<file path="src/rtl/udiv64_ctrl_pkg.sv">
`default_nettype none
// ============================================================================
// Module      : udiv64_ctrl_pkg
// Description : Shared encodings for the 64-bit divider GPIO sequencer.
// Revision    : 1.0 - initial release
// ============================================================================
package udiv64_ctrl_pkg;

    localparam int c_st_w = 3;

    localparam logic [c_st_w-1:0] c_st_idle  = 3'd0;
    localparam logic [c_st_w-1:0] c_st_load  = 3'd1;
    localparam logic [c_st_w-1:0] c_st_issue = 3'd2;
    localparam logic [c_st_w-1:0] c_st_wait  = 3'd3;
    localparam logic [c_st_w-1:0] c_st_done  = 3'd4;
    localparam logic [c_st_w-1:0] c_st_err   = 3'd5;

    typedef enum logic [c_st_w-1:0] {
        ST_IDLE  = c_st_idle,
        ST_LOAD  = c_st_load,
        ST_ISSUE = c_st_issue,
        ST_WAIT  = c_st_wait,
        ST_DONE  = c_st_done,
        ST_ERR   = c_st_err
    } state_t;

    // Bit positions inside ctrl_reg
    localparam int c_ctrl_wr    = 0;
    localparam int c_ctrl_start = 1;
    localparam int c_ctrl_abort = 2;
    localparam int c_ctrl_w     = 3;

    // Operand write locations (in_loc[1:0])
    localparam logic [1:0] c_loc_dvd_lo = 2'd0;
    localparam logic [1:0] c_loc_dvd_hi = 2'd1;
    localparam logic [1:0] c_loc_dvs_lo = 2'd2;
    localparam logic [1:0] c_loc_dvs_hi = 2'd3;

    // Result read locations (in_loc[3:2])
    localparam logic [1:0] c_loc_q_lo = 2'd0;
    localparam logic [1:0] c_loc_q_hi = 2'd1;
    localparam logic [1:0] c_loc_r_lo = 2'd2;
    localparam logic [1:0] c_loc_r_hi = 2'd3;

    // state_reg field positions
    localparam int c_sr_state_lsb = 0;
    localparam int c_sr_done      = 3;
    localparam int c_sr_dbz       = 4;
    localparam int c_sr_timeout   = 5;
    localparam int c_sr_wr_ign    = 6;
    localparam int c_sr_jobs_lsb  = 16;
    localparam int c_jobs_w       = 16;

endpackage
`default_nettype wire

</file>
<file path="src/rtl/udiv64_ctrl_if.sv">
`default_nettype none
// ============================================================================
// Module      : udiv64_ctrl_if
// Description : GPIO register and divider-core signals of the sequencer.
// Revision    : 1.0 - initial release
// ============================================================================
interface udiv64_ctrl_if #(
    parameter int WIDTH = 64,
    parameter int CHUNK = 32
);
    logic [CHUNK-1:0] in_loc;
    logic [CHUNK-1:0] in_val;
    logic [CHUNK-1:0] ctrl_reg;
    logic [CHUNK-1:0] out_loc;
    logic [CHUNK-1:0] out_val;
    logic [CHUNK-1:0] state_reg;

    logic             div_start;
    logic             div_abort;
    logic [WIDTH-1:0] div_dividend;
    logic [WIDTH-1:0] div_divisor;
    logic             div_done;
    logic [WIDTH-1:0] div_quotient;
    logic [WIDTH-1:0] div_remainder;

    // Sequencer side
    modport slave (
        input  in_loc, in_val, ctrl_reg,
        input  div_done, div_quotient, div_remainder,
        output out_loc, out_val, state_reg,
        output div_start, div_abort, div_dividend, div_divisor
    );

    // MCS GPIO and divider-core side
    modport master (
        output in_loc, in_val, ctrl_reg,
        output div_done, div_quotient, div_remainder,
        input  out_loc, out_val, state_reg,
        input  div_start, div_abort, div_dividend, div_divisor
    );
endinterface
`default_nettype wire

</file>
<file path="src/rtl/udiv64_ctrl_edge_det.sv">
`default_nettype none
// ============================================================================
// Module      : gpio_edge_det
// Description : N-bit rising-edge detector for software-driven GPIO strobes.
// Revision    : 1.0 - initial release
// ============================================================================
module gpio_edge_det #(
    parameter int N = 3
) (
    input  wire logic         clk,
    input  wire logic         rst,
    input  wire logic [N-1:0] i_sig,
    output logic      [N-1:0] o_rise
);
    logic [N-1:0] r_prev;

    always_ff @(posedge clk) begin
        if (rst) begin
            r_prev <= '0;
        end else begin
            r_prev <= i_sig;
        end
    end

    assign o_rise = i_sig & ~r_prev;
endmodule
`default_nettype wire

</file>
<file path="src/rtl/udiv64_ctrl.sv">
`default_nettype none
// ============================================================================
// Module      : udiv64_ctrl
// Description : Sequencer between MCS GPIO registers and the iterative
//               unsigned 64-bit divider core.
// Revision    : 1.0 - initial release
// ============================================================================
module udiv64_ctrl
    import udiv64_ctrl_pkg::*;
#(
    parameter int WIDTH       = 64,
    parameter int CHUNK       = 32,
    parameter int TIMEOUT_CYC = 256
) (
    input  wire logic    clk,
    input  wire logic    reset,
    udiv64_ctrl_if.slave bus
);
    localparam int                 c_tmr_w    = $clog2(TIMEOUT_CYC);
    localparam logic [c_tmr_w-1:0] c_tmr_last = c_tmr_w'(TIMEOUT_CYC - 1);

    logic [c_ctrl_w-1:0] w_rise;
    logic                w_wr_edge;
    logic                w_start_edge;
    logic                w_abort_edge;
    logic                w_busy;
    logic [CHUNK-1:0]    w_rd_chunk;
    logic [CHUNK-1:0]    w_state_word;

    state_t              r_state;
    logic [WIDTH-1:0]    r_dvd;
    logic [WIDTH-1:0]    r_dvs;
    logic [WIDTH-1:0]    r_q;
    logic [WIDTH-1:0]    r_r;
    logic                r_done;
    logic                r_dbz;
    logic                r_timeout;
    logic                r_wr_ign;
    logic [c_jobs_w-1:0] r_jobs;
    logic [c_tmr_w-1:0]  r_timer;
    logic                r_div_start;
    logic                r_div_abort;
    logic [CHUNK-1:0]    r_out_loc;
    logic [CHUNK-1:0]    r_out_val;

    gpio_edge_det #(
        .N (c_ctrl_w)
    ) u_edge_det (
        .clk    (clk),
        .rst    (reset),
        .i_sig  (bus.ctrl_reg[c_ctrl_w-1:0]),
        .o_rise (w_rise)
    );

    assign w_wr_edge    = w_rise[c_ctrl_wr];
    assign w_start_edge = w_rise[c_ctrl_start];
    assign w_abort_edge = w_rise[c_ctrl_abort];
    assign w_busy       = (r_state == ST_ISSUE) || (r_state == ST_WAIT);

    always_comb begin
        w_rd_chunk = '0;
        case (bus.in_loc[3:2])
            c_loc_q_lo: w_rd_chunk = r_q[CHUNK-1:0];
            c_loc_q_hi: w_rd_chunk = r_q[WIDTH-1 -: CHUNK];
            c_loc_r_lo: w_rd_chunk = r_r[CHUNK-1:0];
            c_loc_r_hi: w_rd_chunk = r_r[WIDTH-1 -: CHUNK];
            default:    w_rd_chunk = '0;
        endcase
    end

    always_comb begin
        w_state_word                                = '0;
        w_state_word[c_sr_state_lsb +: c_st_w]      = r_state;
        w_state_word[c_sr_done]                     = r_done;
        w_state_word[c_sr_dbz]                      = r_dbz;
        w_state_word[c_sr_timeout]                  = r_timeout;
        w_state_word[c_sr_wr_ign]                   = r_wr_ign;
        w_state_word[c_sr_jobs_lsb +: c_jobs_w]     = r_jobs;
    end

    always_ff @(posedge clk) begin
        if (reset) begin
            r_state     <= ST_IDLE;
            r_dvd       <= '0;
            r_dvs       <= '0;
            r_q         <= '0;
            r_r         <= '0;
            r_done      <= 1'b0;
            r_dbz       <= 1'b0;
            r_timeout   <= 1'b0;
            r_wr_ign    <= 1'b0;
            r_jobs      <= '0;
            r_timer     <= '0;
            r_div_start <= 1'b0;
            r_div_abort <= 1'b0;
            r_out_loc   <= '0;
            r_out_val   <= '0;
        end else begin
            r_div_start <= 1'b0;
            r_div_abort <= 1'b0;
            r_out_loc   <= {{(CHUNK-2){1'b0}}, bus.in_loc[3:2]};
            r_out_val   <= w_rd_chunk;

            if (w_abort_edge) begin
                // Only the core needs telling; operands and results survive.
                if (w_busy) begin
                    r_div_abort <= 1'b1;
                end
                r_timer <= '0;
                r_state <= ST_IDLE;
            end else begin
                case (r_state)
                    ST_ISSUE: begin
                        r_timer <= '0;
                        r_state <= ST_WAIT;
                    end

                    ST_WAIT: begin
                        if (bus.div_done) begin
                            r_q     <= bus.div_quotient;
                            r_r     <= bus.div_remainder;
                            r_done  <= 1'b1;
                            r_jobs  <= r_jobs + 1'b1;
                            r_state <= ST_DONE;
                        end else if (r_timer == c_tmr_last) begin
                            r_div_abort <= 1'b1;
                            r_timeout   <= 1'b1;
                            r_state     <= ST_ERR;
                        end else begin
                            r_timer <= r_timer + 1'b1;
                        end
                    end

                    default: begin
                        if (w_start_edge) begin
                            if (r_dvs == '0) begin
                                // Divide by zero is resolved here; the core never starts.
                                r_q     <= '1;
                                r_r     <= r_dvd;
                                r_dbz   <= 1'b1;
                                r_done  <= 1'b1;
                                r_jobs  <= r_jobs + 1'b1;
                                r_state <= ST_DONE;
                            end else begin
                                r_div_start <= 1'b1;
                                r_state     <= ST_ISSUE;
                            end
                        end else if (w_wr_edge) begin
                            case (bus.in_loc[1:0])
                                c_loc_dvd_lo: r_dvd[CHUNK-1:0]     <= bus.in_val;
                                c_loc_dvd_hi: r_dvd[WIDTH-1 -: CHUNK] <= bus.in_val;
                                c_loc_dvs_lo: r_dvs[CHUNK-1:0]     <= bus.in_val;
                                c_loc_dvs_hi: r_dvs[WIDTH-1 -: CHUNK] <= bus.in_val;
                                default:      r_dvd                <= r_dvd;
                            endcase
                            r_done    <= 1'b0;
                            r_dbz     <= 1'b0;
                            r_timeout <= 1'b0;
                            r_wr_ign  <= 1'b0;
                            r_state   <= ST_LOAD;
                        end
                    end
                endcase

                // Operands are frozen while the core runs.
                if (w_busy && (w_wr_edge || w_start_edge)) begin
                    r_wr_ign <= 1'b1;
                end
            end
        end
    end

    assign bus.div_start    = r_div_start;
    assign bus.div_abort    = r_div_abort;
    assign bus.div_dividend = r_dvd;
    assign bus.div_divisor  = r_dvs;
    assign bus.out_loc      = r_out_loc;
    assign bus.out_val      = r_out_val;
    assign bus.state_reg    = w_state_word;

endmodule
`default_nettype wire

</file>
<file path="src/flat_wrapper.sv">
// flat-port wrapper written by rule: the top's interface ports become plain ports
module udiv64_ctrl_flat import udiv64_ctrl_pkg::*;
#(
    parameter int WIDTH       = 64,
    parameter int CHUNK       = 32,
    parameter int TIMEOUT_CYC = 256
)
  (clk, reset, bus_in_loc, bus_in_val, bus_ctrl_reg, bus_div_done, bus_div_quotient, bus_div_remainder, bus_out_loc, bus_out_val, bus_state_reg, bus_div_start, bus_div_abort, bus_div_dividend, bus_div_divisor);
  udiv64_ctrl_if #(.WIDTH(WIDTH), .CHUNK(CHUNK)) bus_i ();
  input  wire logic clk;
  input  wire logic reset;
  input wire logic [$bits(bus_i.in_loc)-1:0] bus_in_loc;
  input wire logic [$bits(bus_i.in_val)-1:0] bus_in_val;
  input wire logic [$bits(bus_i.ctrl_reg)-1:0] bus_ctrl_reg;
  input wire logic [$bits(bus_i.div_done)-1:0] bus_div_done;
  input wire logic [$bits(bus_i.div_quotient)-1:0] bus_div_quotient;
  input wire logic [$bits(bus_i.div_remainder)-1:0] bus_div_remainder;
  output wire logic [$bits(bus_i.out_loc)-1:0] bus_out_loc;
  output wire logic [$bits(bus_i.out_val)-1:0] bus_out_val;
  output wire logic [$bits(bus_i.state_reg)-1:0] bus_state_reg;
  output wire logic [$bits(bus_i.div_start)-1:0] bus_div_start;
  output wire logic [$bits(bus_i.div_abort)-1:0] bus_div_abort;
  output wire logic [$bits(bus_i.div_dividend)-1:0] bus_div_dividend;
  output wire logic [$bits(bus_i.div_divisor)-1:0] bus_div_divisor;
  assign bus_i.in_loc = bus_in_loc;
  assign bus_i.in_val = bus_in_val;
  assign bus_i.ctrl_reg = bus_ctrl_reg;
  assign bus_i.div_done = bus_div_done;
  assign bus_i.div_quotient = bus_div_quotient;
  assign bus_i.div_remainder = bus_div_remainder;
  assign bus_out_loc = bus_i.out_loc;
  assign bus_out_val = bus_i.out_val;
  assign bus_state_reg = bus_i.state_reg;
  assign bus_div_start = bus_i.div_start;
  assign bus_div_abort = bus_i.div_abort;
  assign bus_div_dividend = bus_i.div_dividend;
  assign bus_div_divisor = bus_i.div_divisor;
  udiv64_ctrl #(.WIDTH(WIDTH), .CHUNK(CHUNK), .TIMEOUT_CYC(TIMEOUT_CYC)) u_core (.clk(clk), .reset(reset), .bus(bus_i));
endmodule
</file>
<file path="config.mk">
export PLATFORM = sky130hd
export DESIGN_NAME = udiv64_ctrl_flat
export DESIGN_NICKNAME = d
export VERILOG_FILES = /design/src/rtl/udiv64_ctrl_pkg.sv /design/src/rtl/udiv64_ctrl_if.sv /design/src/rtl/udiv64_ctrl_edge_det.sv /design/src/rtl/udiv64_ctrl.sv /design/src/flat_wrapper.sv
export SDC_FILE = /design/constraint.sdc
export NUM_CORES = 1
export LEC_CHECK = 0
export CAP_MARGIN = 25
export CORE_ASPECT_RATIO = 1.1
export CORE_MARGIN = 10
export CORE_UTILIZATION = 42
export DETAILED_ROUTE_END_ITERATION = 8
export PLACE_DENSITY = 0.77
export SETUP_SLACK_MARGIN = 0.05
export SYNTH_ARGS = -nofsm -noshare
export SYNTH_HDL_FRONTEND = slang
export SYNTH_SLANG_ARGS = --single-unit
</file>
<file path="constraint.sdc">
create_clock -name clk -period 2 [get_ports clk]
set_input_delay 0.3 -clock clk [delete_from_list [all_inputs] [get_ports clk]]
set_output_delay 0.3 -clock clk [all_outputs]
set_load 0.05 [all_outputs]
</file>
==> metrics.cfg <==
[outcome]
status=complete, but fails checks
violated_checks=setup timing

[drt]
route.antenna.remaining_nets=0
detail_route.vias_per_cell=5.709
routedWlPerCell_um=22.33
number_of_design_rule_violations_left_after_detail_routing=0
wl_um=56670
routed-via-count=14490
first_iter_violations=1442
detail_route.first_pass.iterations=6

[power]
power.ir.vdd_worst_mv=0.6412
static-leakage-power_nw=8.327
power_density_nw_per_um2=821.7
netSwitchingPower_mw=5.052
p_int_mw=12.22
power_frac_clock=0.363
comb_power_share=0.221
sequentialPowerShare=0.416
netSwitchingFraction=0.2925

[finish]
layout.nets=2312
layout-area-overhead-vs-synth_pct=52.63
post-route-cell-area_um2=21020
post_route_cells_drive_above_1_share=0.2392
fillers=2627

[hold_path]
worstHoldStart=reset
worst_hold_path.num_cells=2
worst_hold_path.endpoint=u_core.bus.out_loc[0]
worstHoldPathType=in -> reg

[die]
design.core.area_um2=32370
design.portCount=453
initial_utilization=0.4254
fp-row-count=69
dieArea_um2=40440
die_height_um=209.9
die_boundary_width_um=192.7

[cts]
deepest_clock_path_buffer_count=3
clock_tree.htree_level_count=2
cts_inserted_buffers=35
clockRootBuffer=sky130_fd_sc_hd__clkbuf_16
cts_tree=yes
clock_latency_ns=0.52
clkSinkCount=326
worst_setup_hold_path_clk_slew_ns=0.06

[synth]
synthCells=1651
yosys.area.top_type_share=0.4739
synth.distinct_cells=49
synth_edf_count=0
syn_area_per_cell_um2=8.342
ys_warn_count=0
syn_area_um2=13770
ys_ff_latch=326
main_flop_type_after_synthesis=sky130_fd_sc_hd__dfxtp_1
synthDominantAreaCellType=sky130_fd_sc_hd__dfxtp_1
synth_sequential_area_ratio=0.4739
netlist_top_cells_area=sky130_fd_sc_hd__dfxtp_1, sky130_fd_sc_hd__nand2_1, sky130_fd_sc_hd__a21oi_1, sky130_fd_sc_hd__mux4_2, sky130_fd_sc_hd__a311oi_1
synth_common_cells=sky130_fd_sc_hd__nand2_1, sky130_fd_sc_hd__dfxtp_1, sky130_fd_sc_hd__a21oi_1
synthArstFlopShare=0
most_common_cell_in_the_netlist=sky130_fd_sc_hd__nand2_1

[setup_path]
worst_setup_path_start_kind=flop
critical_path.endpoint_type=flop
r2r.worst_path.cells=9
arr_time_crit_path_ns=2.70
reg_to_reg_start=u_core.bus.div_divisor[49]
timing.reg2reg.setup_slack_ns=-0.34
worstPathRequired_ns=2.36
timing_worst_setup_path_type=reg -> reg
critical_path_peak_fanout=19
regToRegEndpoint=u_core.r_r[51]

[timing]
skew_ns=0.01913
timing_worst_slew_pin_value_ns=0.6813
min_period_ns=2.342
rsz0062_at_grt=yes
min_period_over_period=1.171
slew-limit-headroom=0.5458
hold-worst-slack_ns=0.1233
maxClockFrequency_mhz=427.0
timing_max_transition_violations_final=0
setup_violations=149
finalHoldViolations=0
fin_ws_ns=-0.3419

[global_routing]
number_of_global_route_vias_before_repair=14390
grt_pass1_wl_um=84670
grt_start_max_net_pins=144
grt_antenna_before_repair=5
grt_residual_overflow=0
grt.total_usage=0.2649

[place]
finalWeightedCongestion=0.9134
count_of_buffers_inserted_at_the_top_level_ports=356
postPlaceCellArea_um2=18740
place.detailed.hpwl_um=39540

[job]
drv.max_cap_violation_count=0

worst max-delay path by stage:
stage,startpoint,endpoint,slack [ns],cells past startpoint
after floorplan,u_core.bus.div_divisor[54],u_core.r_jobs[13],-0.08,7
after global placement,u_core.bus.div_divisor[55],u_core.r_r[48],-0.45,7
after detailed placement,u_core.bus.div_divisor[55],u_core.r_r[8],-0.52,7
after CTS,u_core.bus.div_divisor[38],u_core.r_r[13],-0.38,10
after global routing,u_core.bus.div_divisor[49],u_core.r_r[8],-0.41,9
final,u_core.bus.div_divisor[49],u_core.r_r[51],-0.34,9
power groups by stage:
stage               sequential (mW)  clock, mW  combinational [mW]
floorplan                      7.55          0                1.47
global placement               7.28          0                2.91
detailed placement             7.30          0                2.96
CTS                            7.16       6.32                3.74
global route                   7.22       6.60                4.01
finish                         7.19       6.27                3.81
sequential cells by signal, indices dropped and copies added (netlist names), 2 cells and up:
signal,flops
u_core.bus.div_dividend,64
u_core.bus.div_divisor,64
u_core.r_jobs,16
u_core.r_timer,8
u_core.r_r,64
u_core.r_q,64
u_core.bus.out_loc,2
u_core.r_state,3
u_core.bus.out_val,32
u_core.u_edge_det.r_prev,3
through the flow:
stage	setup slack (ns)	setup TNS, ns	cells	utilization	total power, mW
4_1_cts	-0.3793	-41.15	2534	0.6453	17.23
3_3_place_gp	-0.4539	-75.88	2439	0.5789	10.19
6_report	-0.3419	-37.14	2538	0.6493	17.27
2_1_floorplan	-0.08206	-4.578	1689	-	9.023
5_1_grt	-0.4110	-48.83	2535	0.6490	17.82
3_5_place_dp	-0.5196	-85.68	2439	0.5789	10.26
area by class of cell:
class / instances / area (um^2) / share of cell area
antenna: 5 / 12.51 / 0.0005952
clock buffer: 52 / 999.7 / 0.04756
clock inverter: 9 / 81.33 / 0.003869
inverter: 5 / 18.77 / 0.0008929
multi-input combinational: 1167 / 7211 / 0.3430
sequential: 326 / 6670 / 0.3173
tap: 426 / 533.0 / 0.02536
timing repair buffer: 548 / 5494 / 0.2614
what timing repair did:
action                                  CTS  global route
hold buffers                              0             0
setup buffers                            20             8
pin swaps                                26            21
gates cloned                             16             0
endpoints found under the setup margin  272           191
resized for setup                       267            61
per-layer routing:
metal | share of wire | track usage
met1 | 0.40 | 0.3431
met2 | 0.46 | 0.4129
met3 | 0.11 | 0.06401
met4 | 0.043 | 0.1108
met5 | 0.00023 | 0
logic make-up after synthesis:
| logic type | synth area share |
|---|---|
| simple gates | 0.1980 |
| fa+ha+maj | 0.001817 |
| compound gates | 0.1984 |
| flops | 0.4739 |
| xor+xnor | 0.003816 |
| other cells | 0.0002723 |
| buf+inv | 0.06668 |
| mux | 0.05715 |
placed cells by master, fill, tap and decap left out, types with 9 or more instances in the layout:
master,n
sky130_fd_sc_hd__buf_4,171
sky130_fd_sc_hd__nor2_1,83
sky130_fd_sc_hd__conb_1,39
sky130_fd_sc_hd__dfxtp_4,21
sky130_fd_sc_hd__buf_12,37
sky130_fd_sc_hd__a21oi_2,54
sky130_fd_sc_hd__o21ai_0,67
sky130_fd_sc_hd__clkdlybuf4s50_1,172
sky130_fd_sc_hd__nor2b_1,15
sky130_fd_sc_hd__nand4_1,11
sky130_fd_sc_hd__clkbuf_16,35
sky130_fd_sc_hd__a311oi_1,61
sky130_fd_sc_hd__dfxtp_2,52
sky130_fd_sc_hd__clkbuf_1,11
sky130_fd_sc_hd__dfxtp_1,253
sky130_fd_sc_hd__nor4_1,14
sky130_fd_sc_hd__nand3_1,17
sky130_fd_sc_hd__buf_8,9
sky130_fd_sc_hd__and2_1,34
sky130_fd_sc_hd__a21oi_4,16
sky130_fd_sc_hd__nand2_1,406
sky130_fd_sc_hd__dlygate4sd2_1,123
sky130_fd_sc_hd__a211oi_1,67
sky130_fd_sc_hd__dlymetal6s2s_1,19
sky130_fd_sc_hd__mux4_2,32
sky130_fd_sc_hd__a21oi_1,141
worst max-delay path, cell delays in order (launching register included):
cell	delay, ns
sky130_fd_sc_hd__dfxtp_4	0.34
sky130_fd_sc_hd__nor4_2	0.28
sky130_fd_sc_hd__buf_4	0.15
sky130_fd_sc_hd__nand4_1	0.13
sky130_fd_sc_hd__or4_4	0.58
sky130_fd_sc_hd__buf_8	0.15
sky130_fd_sc_hd__o21ai_4	0.14
sky130_fd_sc_hd__buf_12	0.15
sky130_fd_sc_hd__buf_12	0.16
sky130_fd_sc_hd__a311oi_1	0.09
Power figures use the tool's default switching activity.
